--- config.mk ---
export PLATFORM = sky130hd
export DESIGN_NAME = pop_cycle_sequencer
export DESIGN_NICKNAME = d
export VERILOG_FILES = /design/src/rtl/pop_timing_pkg.sv /design/src/rtl/pop_cycle_sequencer.sv
export SDC_FILE = /design/constraint.sdc
export NUM_CORES = 1
export LEC_CHECK = 0
export ABC_AREA = 0
export BUFFER_PORTS_ARGS = -buffer_cell sky130_fd_sc_hd__buf_2
export CAP_MARGIN = 20
export CELL_PAD_IN_SITES_DETAIL_PLACEMENT = 0
export CELL_PAD_IN_SITES_GLOBAL_PLACEMENT = 1
export CORE_MARGIN = 2
export CORE_UTILIZATION = 31
export CTS_CLUSTER_SIZE = 40
export DETAILED_ROUTE_END_ITERATION = 7
export GPL_ROUTABILITY_DRIVEN = 0
export MAX_ROUTING_LAYER = met4
export PLACE_DENSITY_LB_ADDON = 0.15
export RECOVER_POWER = 50
export REMOVE_ABC_BUFFERS = 1
export SLEW_MARGIN = 20
export SYNTH_ARGS = -nofsm -noshare
export SYNTH_HDL_FRONTEND = slang
export SYNTH_SLANG_ARGS = --single-unit
--- constraint.sdc ---
create_clock -name clock_2_5M -period 5.8 [get_ports clock_2_5M]
set_input_delay 0.58 -clock clock_2_5M [delete_from_list [all_inputs] [get_ports clock_2_5M]]
set_output_delay 0.58 -clock clock_2_5M [all_outputs]
set_load 0.01 [all_outputs]
--- src/rtl/pop_timing_pkg.sv ---
// Shared timing definitions for the pulsed-optical-pumping (POP) Ramsey cycle.
// Holds the phase encoding, the tick period and the default phase lengths.
package pop_timing_pkg;

    typedef enum logic [2:0] {
        ST_IDLE  = 3'd0,
        ST_PUMP  = 3'd1,
        ST_WAIT  = 3'd2,
        ST_MW1   = 3'd3,
        ST_FREE  = 3'd4,
        ST_MW2   = 3'd5,
        ST_PROBE = 3'd6
    } pop_state_t;

    // One tick of the 2.5 MHz internal oscillator.
    localparam int unsigned TICK_NS = 400;

    localparam int unsigned DEF_CNT_W      = 16;
    localparam int unsigned DEF_PUMP_LEN   = 2500;
    localparam int unsigned DEF_WAIT_LEN   = 25;
    localparam int unsigned DEF_MW1_LEN    = 50;
    localparam int unsigned DEF_FREE_LEN   = 250;
    localparam int unsigned DEF_MW2_LEN    = 50;
    localparam int unsigned DEF_PROBE_LEN  = 500;
    localparam int unsigned DEF_SAMPLE_DLY = 25;
    localparam int unsigned DEF_SAMPLE_LEN = 250;

endpackage

--- src/rtl/pop_cycle_sequencer.sv ---
// POP Ramsey cycle generator: pump, wait, MW pi/2, free precession, MW pi/2, probe.
// Gate outputs are registered from the next state so each one lines up exactly with its phase.
module pop_cycle_sequencer
    import pop_timing_pkg::*;
#(
    parameter int unsigned CNT_W      = DEF_CNT_W,
    parameter int unsigned PUMP_LEN   = DEF_PUMP_LEN,
    parameter int unsigned WAIT_LEN   = DEF_WAIT_LEN,
    parameter int unsigned MW1_LEN    = DEF_MW1_LEN,
    parameter int unsigned FREE_LEN   = DEF_FREE_LEN,
    parameter int unsigned MW2_LEN    = DEF_MW2_LEN,
    parameter int unsigned PROBE_LEN  = DEF_PROBE_LEN,
    parameter int unsigned SAMPLE_DLY = DEF_SAMPLE_DLY,
    parameter int unsigned SAMPLE_LEN = DEF_SAMPLE_LEN
) (
    input  logic        clock_2_5M,
    input  logic        reset_n,
    input  logic        enable,
    output logic        pump,
    output logic        probe,
    output logic        MW,
    output logic        sample,
    output logic        busy,
    output logic        cycle_start,
    output logic [15:0] cycle_count
);

    localparam int unsigned LEN_MAX = (1 << CNT_W) - 1;

    if (CNT_W < 1 || CNT_W > 31) begin : g_bad_cnt_w
        $error("pop_cycle_sequencer: CNT_W must be in 1..31");
    end
    if (PUMP_LEN < 1 || WAIT_LEN < 1 || MW1_LEN < 1 || FREE_LEN < 1 ||
        MW2_LEN < 1 || PROBE_LEN < 1 || SAMPLE_LEN < 1) begin : g_bad_len_min
        $error("pop_cycle_sequencer: every phase length must be >= 1");
    end
    if (PUMP_LEN > LEN_MAX || WAIT_LEN > LEN_MAX || MW1_LEN > LEN_MAX || FREE_LEN > LEN_MAX ||
        MW2_LEN > LEN_MAX || PROBE_LEN > LEN_MAX) begin : g_bad_len_max
        $error("pop_cycle_sequencer: phase length does not fit in CNT_W bits");
    end

    localparam logic [CNT_W-1:0] PUMP_LAST  = CNT_W'(PUMP_LEN - 1);
    localparam logic [CNT_W-1:0] WAIT_LAST  = CNT_W'(WAIT_LEN - 1);
    localparam logic [CNT_W-1:0] MW1_LAST   = CNT_W'(MW1_LEN - 1);
    localparam logic [CNT_W-1:0] FREE_LAST  = CNT_W'(FREE_LEN - 1);
    localparam logic [CNT_W-1:0] MW2_LAST   = CNT_W'(MW2_LEN - 1);
    localparam logic [CNT_W-1:0] PROBE_LAST = CNT_W'(PROBE_LEN - 1);
    localparam logic [31:0]      SAMPLE_BEG = 32'(SAMPLE_DLY);
    localparam logic [31:0]      SAMPLE_END = 32'(SAMPLE_DLY + SAMPLE_LEN);

    pop_state_t       state, state_next;
    logic [CNT_W-1:0] cnt, cnt_next;
    logic [CNT_W-1:0] last_cnt;
    logic             phase_done;
    logic             count_inc;
    logic [31:0]      cnt_next_w;
    logic [15:0]      cycle_cnt_q;

    // NOTE: every variable written here gets a default first, so no path can infer a latch.
    always_comb begin
        last_cnt   = '0;
        state_next = state;
        case (state)
            ST_PUMP:  last_cnt = PUMP_LAST;
            ST_WAIT:  last_cnt = WAIT_LAST;
            ST_MW1:   last_cnt = MW1_LAST;
            ST_FREE:  last_cnt = FREE_LAST;
            ST_MW2:   last_cnt = MW2_LAST;
            ST_PROBE: last_cnt = PROBE_LAST;
            default:  last_cnt = '0;
        endcase
        phase_done = (cnt == last_cnt);

        case (state)
            ST_IDLE:  if (enable)     state_next = ST_PUMP;
            ST_PUMP:  if (phase_done) state_next = ST_WAIT;
            ST_WAIT:  if (phase_done) state_next = ST_MW1;
            ST_MW1:   if (phase_done) state_next = ST_FREE;
            ST_FREE:  if (phase_done) state_next = ST_MW2;
            ST_MW2:   if (phase_done) state_next = ST_PROBE;
            ST_PROBE: if (phase_done) state_next = enable ? ST_PUMP : ST_IDLE;
            default:                  state_next = ST_IDLE;
        endcase

        // Every transition, including PROBE -> PUMP, lands on a new phase, so clear on change.
        if (state_next != state || state_next == ST_IDLE) begin
            cnt_next = '0;
        end else begin
            cnt_next = cnt + CNT_W'(1);
        end

        cnt_next_w = 32'(cnt_next);
        count_inc  = (state == ST_PROBE) && phase_done;
    end

    // NOTE: sequential state uses non-blocking assignments so all flops update from pre-edge values.
    always_ff @(posedge clock_2_5M or negedge reset_n) begin
        if (!reset_n) begin
            state       <= ST_IDLE;
            cnt         <= '0;
            pump        <= 1'b0;
            probe       <= 1'b0;
            MW          <= 1'b0;
            sample      <= 1'b0;
            cycle_start <= 1'b0;
            cycle_cnt_q <= '0;
        end else begin
            state       <= state_next;
            cnt         <= cnt_next;
            pump        <= (state_next == ST_PUMP);
            MW          <= (state_next == ST_MW1) || (state_next == ST_MW2);
            probe       <= (state_next == ST_PROBE);
            sample      <= (state_next == ST_PROBE) &&
                           (cnt_next_w >= SAMPLE_BEG) && (cnt_next_w < SAMPLE_END);
            cycle_start <= (state_next == ST_PUMP) && (state != ST_PUMP);
            if (count_inc) begin
                cycle_cnt_q <= cycle_cnt_q + 16'd1;
            end
        end
    end

    assign busy        = (state != ST_IDLE);
    assign cycle_count = cycle_cnt_q;

endmodule

After elaboration in Yosys (flattened, before gate mapping)
Index checks and enable logic that the tools add are counted.
{"block": "classes", "reduce_logical": 10, "div_mod_pow": 0, "multipliers": 0, "bitwise_logic": 0, "shifts": 0, "eq_ne": 13, "muxes": 11, "order_cmp": 2, "n_addsub": 2}
{"cell": "$pmux 12 s5", "count": 1}
{"cell": "$add 16x1->16 const B", "count": 2}
{"cell": "$mux 3", "count": 7}
{"cell": "$pmux 3 s7", "count": 1}
{"cell": "$eq 16x16->1", "count": 1}
{"cell": "$ge 16x5->1 const B", "count": 1}
{"cell": "$lt 16x9->1 const B", "count": 1}
{"cell": "$mux 16", "count": 1}
{"cell": "$eq 3x3->1 const B", "count": 5}
{"cell": "$eq 3x2->1 const B", "count": 3}
{"cell": "$eq 3x1->1 const B", "count": 2}
{"cell": "$logic_not 3->1", "count": 2}
{"cell": "$logic_and 1x1->1", "count": 4}
{"cell": "$ne 3x1->1 const B", "count": 1}
{"cell": "$ne 3x3->1", "count": 1}
{"cell": "$reduce_bool 3->1", "count": 1}
{"cell": "$logic_or 1x1->1", "count": 2}
{"cell": "$reduce_or 2->1", "count": 1}
{"cell": "$mux 1", "count": 1}
{"block": "totals", "in_bits": 3, "wordCells": 46, "latch_bits": 0, "ram_bits": 0, "n_memories": 0, "rom_bits": 0, "register_bits": 40, "out_inout_bits": 22}

Logic depth before layout (Yosys ltp)
{"block": "logic_depth", "depth_word": 12, "ltp_mapped": 9, "depth_no_buf": 7}

Least setup slack after synthesis
Ideal clock, no wire load.
{"block": "synth_timing", "kind": "reg-to-reg", "startpoint": "register state[1]", "endpoint": "register cnt[0]", "t_required_ns": 5.676, "arrival_ns": 2.126, "path_buffers": 3, "path_stages_with_launch": 10, "slack_ns": 3.550, "setup_time_ns": 0.124, "synth_period_minus_slack_ns": 2.250, "path_cell_list": "dfrtp_1 > buf_6 > nor3b_1 > xnor2_1 > nand3_1 > a2111oi_4 > or2_1 > buf_6 > buf_6 > nor2_1"}
{"block": "synth_between", "elab_chain_cells": 9, "word_cells_on_any_way": 22, "classes_between": "8 x eq/ne; 10 x mux; 4 x reduce/logical"}
{"element": "start: declaration", "line": "pop_cycle_sequencer.sv:51", "text": "pop_state_t state, state_next;"}
{"element": "start signal: assignment", "line": "pop_cycle_sequencer.sv:108", "text": "state <= state_next;"}
{"element": "$eq 3x3->1 / $eq 3x2->1 (equally long branches)", "line": "pop_cycle_sequencer.sv:63, pop_cycle_sequencer.sv:74"}
{"element": "$reduce_or 2->1 (no line)"}
{"element": "$pmux 12 s5", "line": "pop_cycle_sequencer.sv:63", "text": "case (state)"}
{"element": "$eq 16x16->1", "line": "pop_cycle_sequencer.sv:72", "text": "phase_done = (cnt == last_cnt);"}
{"element": "$mux 3, or another cell as far along", "line": "pop_cycle_sequencer.sv:81", "text": "ST_PROBE: if (phase_done) state_next = enable ? ST_PUMP : ST_IDLE;"}
{"element": "$pmux 3 s7", "line": "pop_cycle_sequencer.sv:74", "text": "case (state)"}
{"element": "$ne 3x3->1 / $logic_not 3->1 (equally long branches)", "line": "pop_cycle_sequencer.sv:86", "text": "if (state_next != state || state_next == ST_IDLE) begin"}
{"element": "$logic_or 1x1->1 (*)", "line": "pop_cycle_sequencer.sv:86"}
{"element": "$mux 16 (*)", "line": "pop_cycle_sequencer.sv:86"}
{"element": "via cnt_next[0]", "line": "pop_cycle_sequencer.sv:52", "text": "logic [CNT_W-1:0] cnt, cnt_next;"}
{"element": "end signal: assignment", "line": "pop_cycle_sequencer.sv:109", "text": "cnt <= cnt_next;"}
{"element": "end: declaration", "line": "pop_cycle_sequencer.sv:52"}
Mark *: on every way through the listed nets, which the timed path passes. The rest lies on a longest branch.
A chain may end at the register's enable or synchronous reset.

Final worst setup path
{"block": "layout_timing", "startpoint": "register state[0]", "endpoint": "register cnt[10]"}
The elaborated chain is that of the path after synthesis.

==> metrics.md <==
| Metric | Value |
|---|---|
| Outcome | `finished, violations left` |
| Failing checks | `capacitance limit, slew limit` |
| Number of diodes | `0` |
| Clock sinks | `40` |
| Worst vdd ir | `between 100 and 150 uV` |
| Clk_lat worst skew | `approximately 300 ps` |
| Hold crit path type | `reg -> reg` |
| Post-layout nets | `267` |
| Area of the core | `7290 um2` |
| Global-route wire length before repair | `slightly below 9000 um` |
| WP data arrival | `roughly 3000 ps` |
| Post-Route M1 WL | `between 2000 and 3000 um` |
| Worst-path clk slew | `about 80 ps` |
| # setup viols final | `0` |
| Reg2reg start | `state[0]$_DFF_PN0_` |
| Main area contributors after synthesis | `dfrtp_1 (43%), xnor2_1 (10%), nor2_1 (3.7%)` |
| Max stage delay cell, worst path | `dfrtp_1` |
| Vias in the first global route | `about 1700` |
| NetSw | `approximately 0.26 mW` |
| Final max-slew violation count | `41` |
| CP endpoint | `cnt[10]$_DFF_PN0_` |
| # DRC | `0` |
| Met2 WL post-DR | `2190 um` |
| Met3 Routed Length | `around 180 um` |
| Comb pwr share | `approximately 22%` |
| Area after DPL | `2480 um2` |
| WP depth | `7` |
| Sequential area share after synthesis | `42.6%` |
| DR vias | `about 1800` |
| Post-DRT Antenna Nets | `0` |
| Part of the power in registers | `a little under half` |
| Post-CTS sizing | `0` |
| CTS Buf Count | `5` |
| Final min period | `2920 ps` |
| Die Width | `between 90 and 100 um` |
| FF-to-FF End | `cnt[10]$_DFF_PN0_` |
| Fraction of registers with async set or reset after synthesis | `between 90% and 100%` |
| Critical Path RT | `~6000 ps` |
| Largest net degree at the start of global routing | `around 40` |
| I/O Buffers | `24` |
| Die Y-Extent | `approximately 90 um` |
| H-tree level count | `2` |
| # Post-CTS Setup Buffers | `0` |
| CTS tree | `built` |
| GRT Overall Usage | `a little over an eighth` |
| CP Cell Sequence | `nor3b_1 -> xnor2_1 -> nand3_1 -> a2111oi_4 -> buf_4 -> or2_1 -> nor2_1` |
| Crit-path leading delay family | `simple AND/OR/NAND/NOR gates` |
| Area growth syn-to-layout | `10.3%` |
| Synthesized flop and latch total | `40` |
| CTS Buffer Depth | `2` |
| Sw Share | `between 30% and 40%` |
| Internal | `0.520 mW` |
| Top-count cell post-synth | `dfrtp_1` |
| Syn Inst Count | `about 250` |
| Top-area cell type share of the netlist area | `42.6%` |
| Lkg Pwr | `~1.1 nW` |
| Synth area leader | `dfrtp_1` |
| Layout cell share with drive strength beyond 1 | `10.6%` |
| Via/cell ratio | `4.94` |
| Final hold violation count | `0` |
| Synth Flop Type | `dfrtp_1` |
| Worst Path Max Fanout | `27` |
| Post-synth EDFFs | `0` |
| Worst min-delay path startpoint | `cycle_count[15]$_DFFE_PN0P_` |
| Pwr/cell area | `between 300 and 400 nW/um2` |
| Max Fclk | `around 340 MHz` |
| Worst reg2reg setup slack | `2880 ps` |
| Ratio of final minimum period to clock period | `50.3%` |
| Final Skew | `approximately 7.9 ps` |
| Final HPWL DP | `between 3000 and 4000 um` |
| Slowest stage delay, CP | `just over 700 ps` |
| Area of the mapped netlist | `2350 um2` |
| Post-Route Setup TNS | `0 ps` |
| Starting density of the core | `roughly 32%` |
| Row count | `31` |
| Synth Area per Inst | `~9.5 um2` |
| Synth warnings | `0` |
| Distinct cells, synth | `50` |
| Initial antenna violation count | `0` |
| Total Wirelength | `5110 um` |
| Top Layer Used | `met4` |
| Worst path bufs/invs | `1` |
| Worst setup EP type | `register` |
| Hold_ws | `~480 ps` |
| Root buffer cell | `clkbuf_8` |
| Post-synth top cells | `dfrtp_1 (40), xnor2_1 (27), nor2_1 (23)` |
| Clk pwr share | `31.5%` |
| CTS Hold Bufs | `0` |
| Final Cell Area | `about 2600 um2` |
| Unrepaired setup endpoints after global routing | `false` |
| I/O Pins | `25` |
| Drt pass-1 iters | `4` |
| Initial DRC Count | `slightly above 70` |
| Slew headroom | `-46.9%` |
| Worst setup startpoint | `state[0]$_DFF_PN0_` |
| Type of element launching the critical path | `register` |
| R2R cell count | `7` |
| Overall overflow remaining after global route | `0` |
| Slew @ Worst Pin | `around 2200 ps` |
| Routed len/inst | `approximately 14 um` |
| Setup CP Type | `reg -> reg` |
| Die ar. | `slightly above 8000 um2` |
| Max Cap Viol | `1` |
placed cells by master (no fill, tap or decap), drive strengths merged, types with 7 or more instances in the layout:
master / synthesis / final
clkbuf: 8 / 18
dfrtp: 40 / 40
xor2: 7 / 7
and3: 10 / 10
nand4: 12 / 12
a21oi: 7 / 7
nand3: 17 / 17
buf: 9 / 13
nor2: 24 / 24
nand2: 16 / 16
xnor2: 27 / 27
inv: 9 / 9
power groups by stage:
stage                     Combinational (mW)  Sequential, mW  Clock, mW
after floorplan                        0.136           0.352          0
after global placement                 0.173           0.373          0
after detailed placement               0.171           0.370          0
after CTS                              0.172           0.366      0.258
after global routing                   0.195           0.375      0.268
final                                  0.170           0.366      0.246
per-layer routing:
metal  global-route usage, %  up-vias
li1                        -      894
met4                    4.17        0
met1                    19.6      861
met5                       -        -
met2                    19.3       27
met3                    3.15        5
through the flow:
| step | power, mW | cells | utilization (%) | setup WS [ps] |
|---|---|---|---|---|
| global route | 0.838 | 362 | 35.5 | 2600 |
| detailed placement | 0.541 | 354 | 34.1 | 2830 |
| CTS | 0.795 | 362 | 35.7 | 2820 |
| floorplan | 0.487 | 230 | - | 2990 |
| finish | 0.782 | 362 | 35.5 | 2880 |
| global placement | 0.546 | 354 | 34.1 | 2920 |
cells by family after synthesis:
family	after synthesis	synth area share (%)
fa+ha+maj	3	1.49
xor+xnor	34	12.7
flops	40	42.6
mux	3	1.33
compound gates	30	9.59
buf+inv	26	6.34
simple gates	111	25.9
worst reg2reg max path, stage by stage, from the launching register on:
cell	delay [ps]
dfrtp_1	720
nor3b_1	430
xnor2_1	170
nand3_1	130
a2111oi_4	330
buf_4	330
or2_1	540
nor2_1	130
cell type report:
type	instances	area [um2]
Clock buffer	6	82.6
Clock inverter	2	38.8
Fill cell	801	4700
Inverter	9	33.8
Multi-Input combinational cell	181	1200
Sequential cell	40	1000
Tap cell	99	124
Timing Repair Buffer	25	113
registers in the layout, indices dropped and copies added (netlist names):
signal       cells
cycle_count     16
sample           1
pump             1
MW               1
cycle_start      1
state            3
probe            1
cnt             16
how the worst min path moves through the flow:
stage	end	slack [ps]	cells past startpoint
after floorplan	MW$_DFF_PN0_	280	0
after global placement	cycle_count[15]$_DFFE_PN0P_	460	1
after detailed placement	cycle_count[9]$_DFFE_PN0P_	480	1
after CTS	cnt[2]$_DFF_PN0_	460	1
after global routing	cycle_count[14]$_DFFE_PN0P_	520	1
final	cycle_count[15]$_DFFE_PN0P_	480	1
Power figures use the tool's default switching activity.
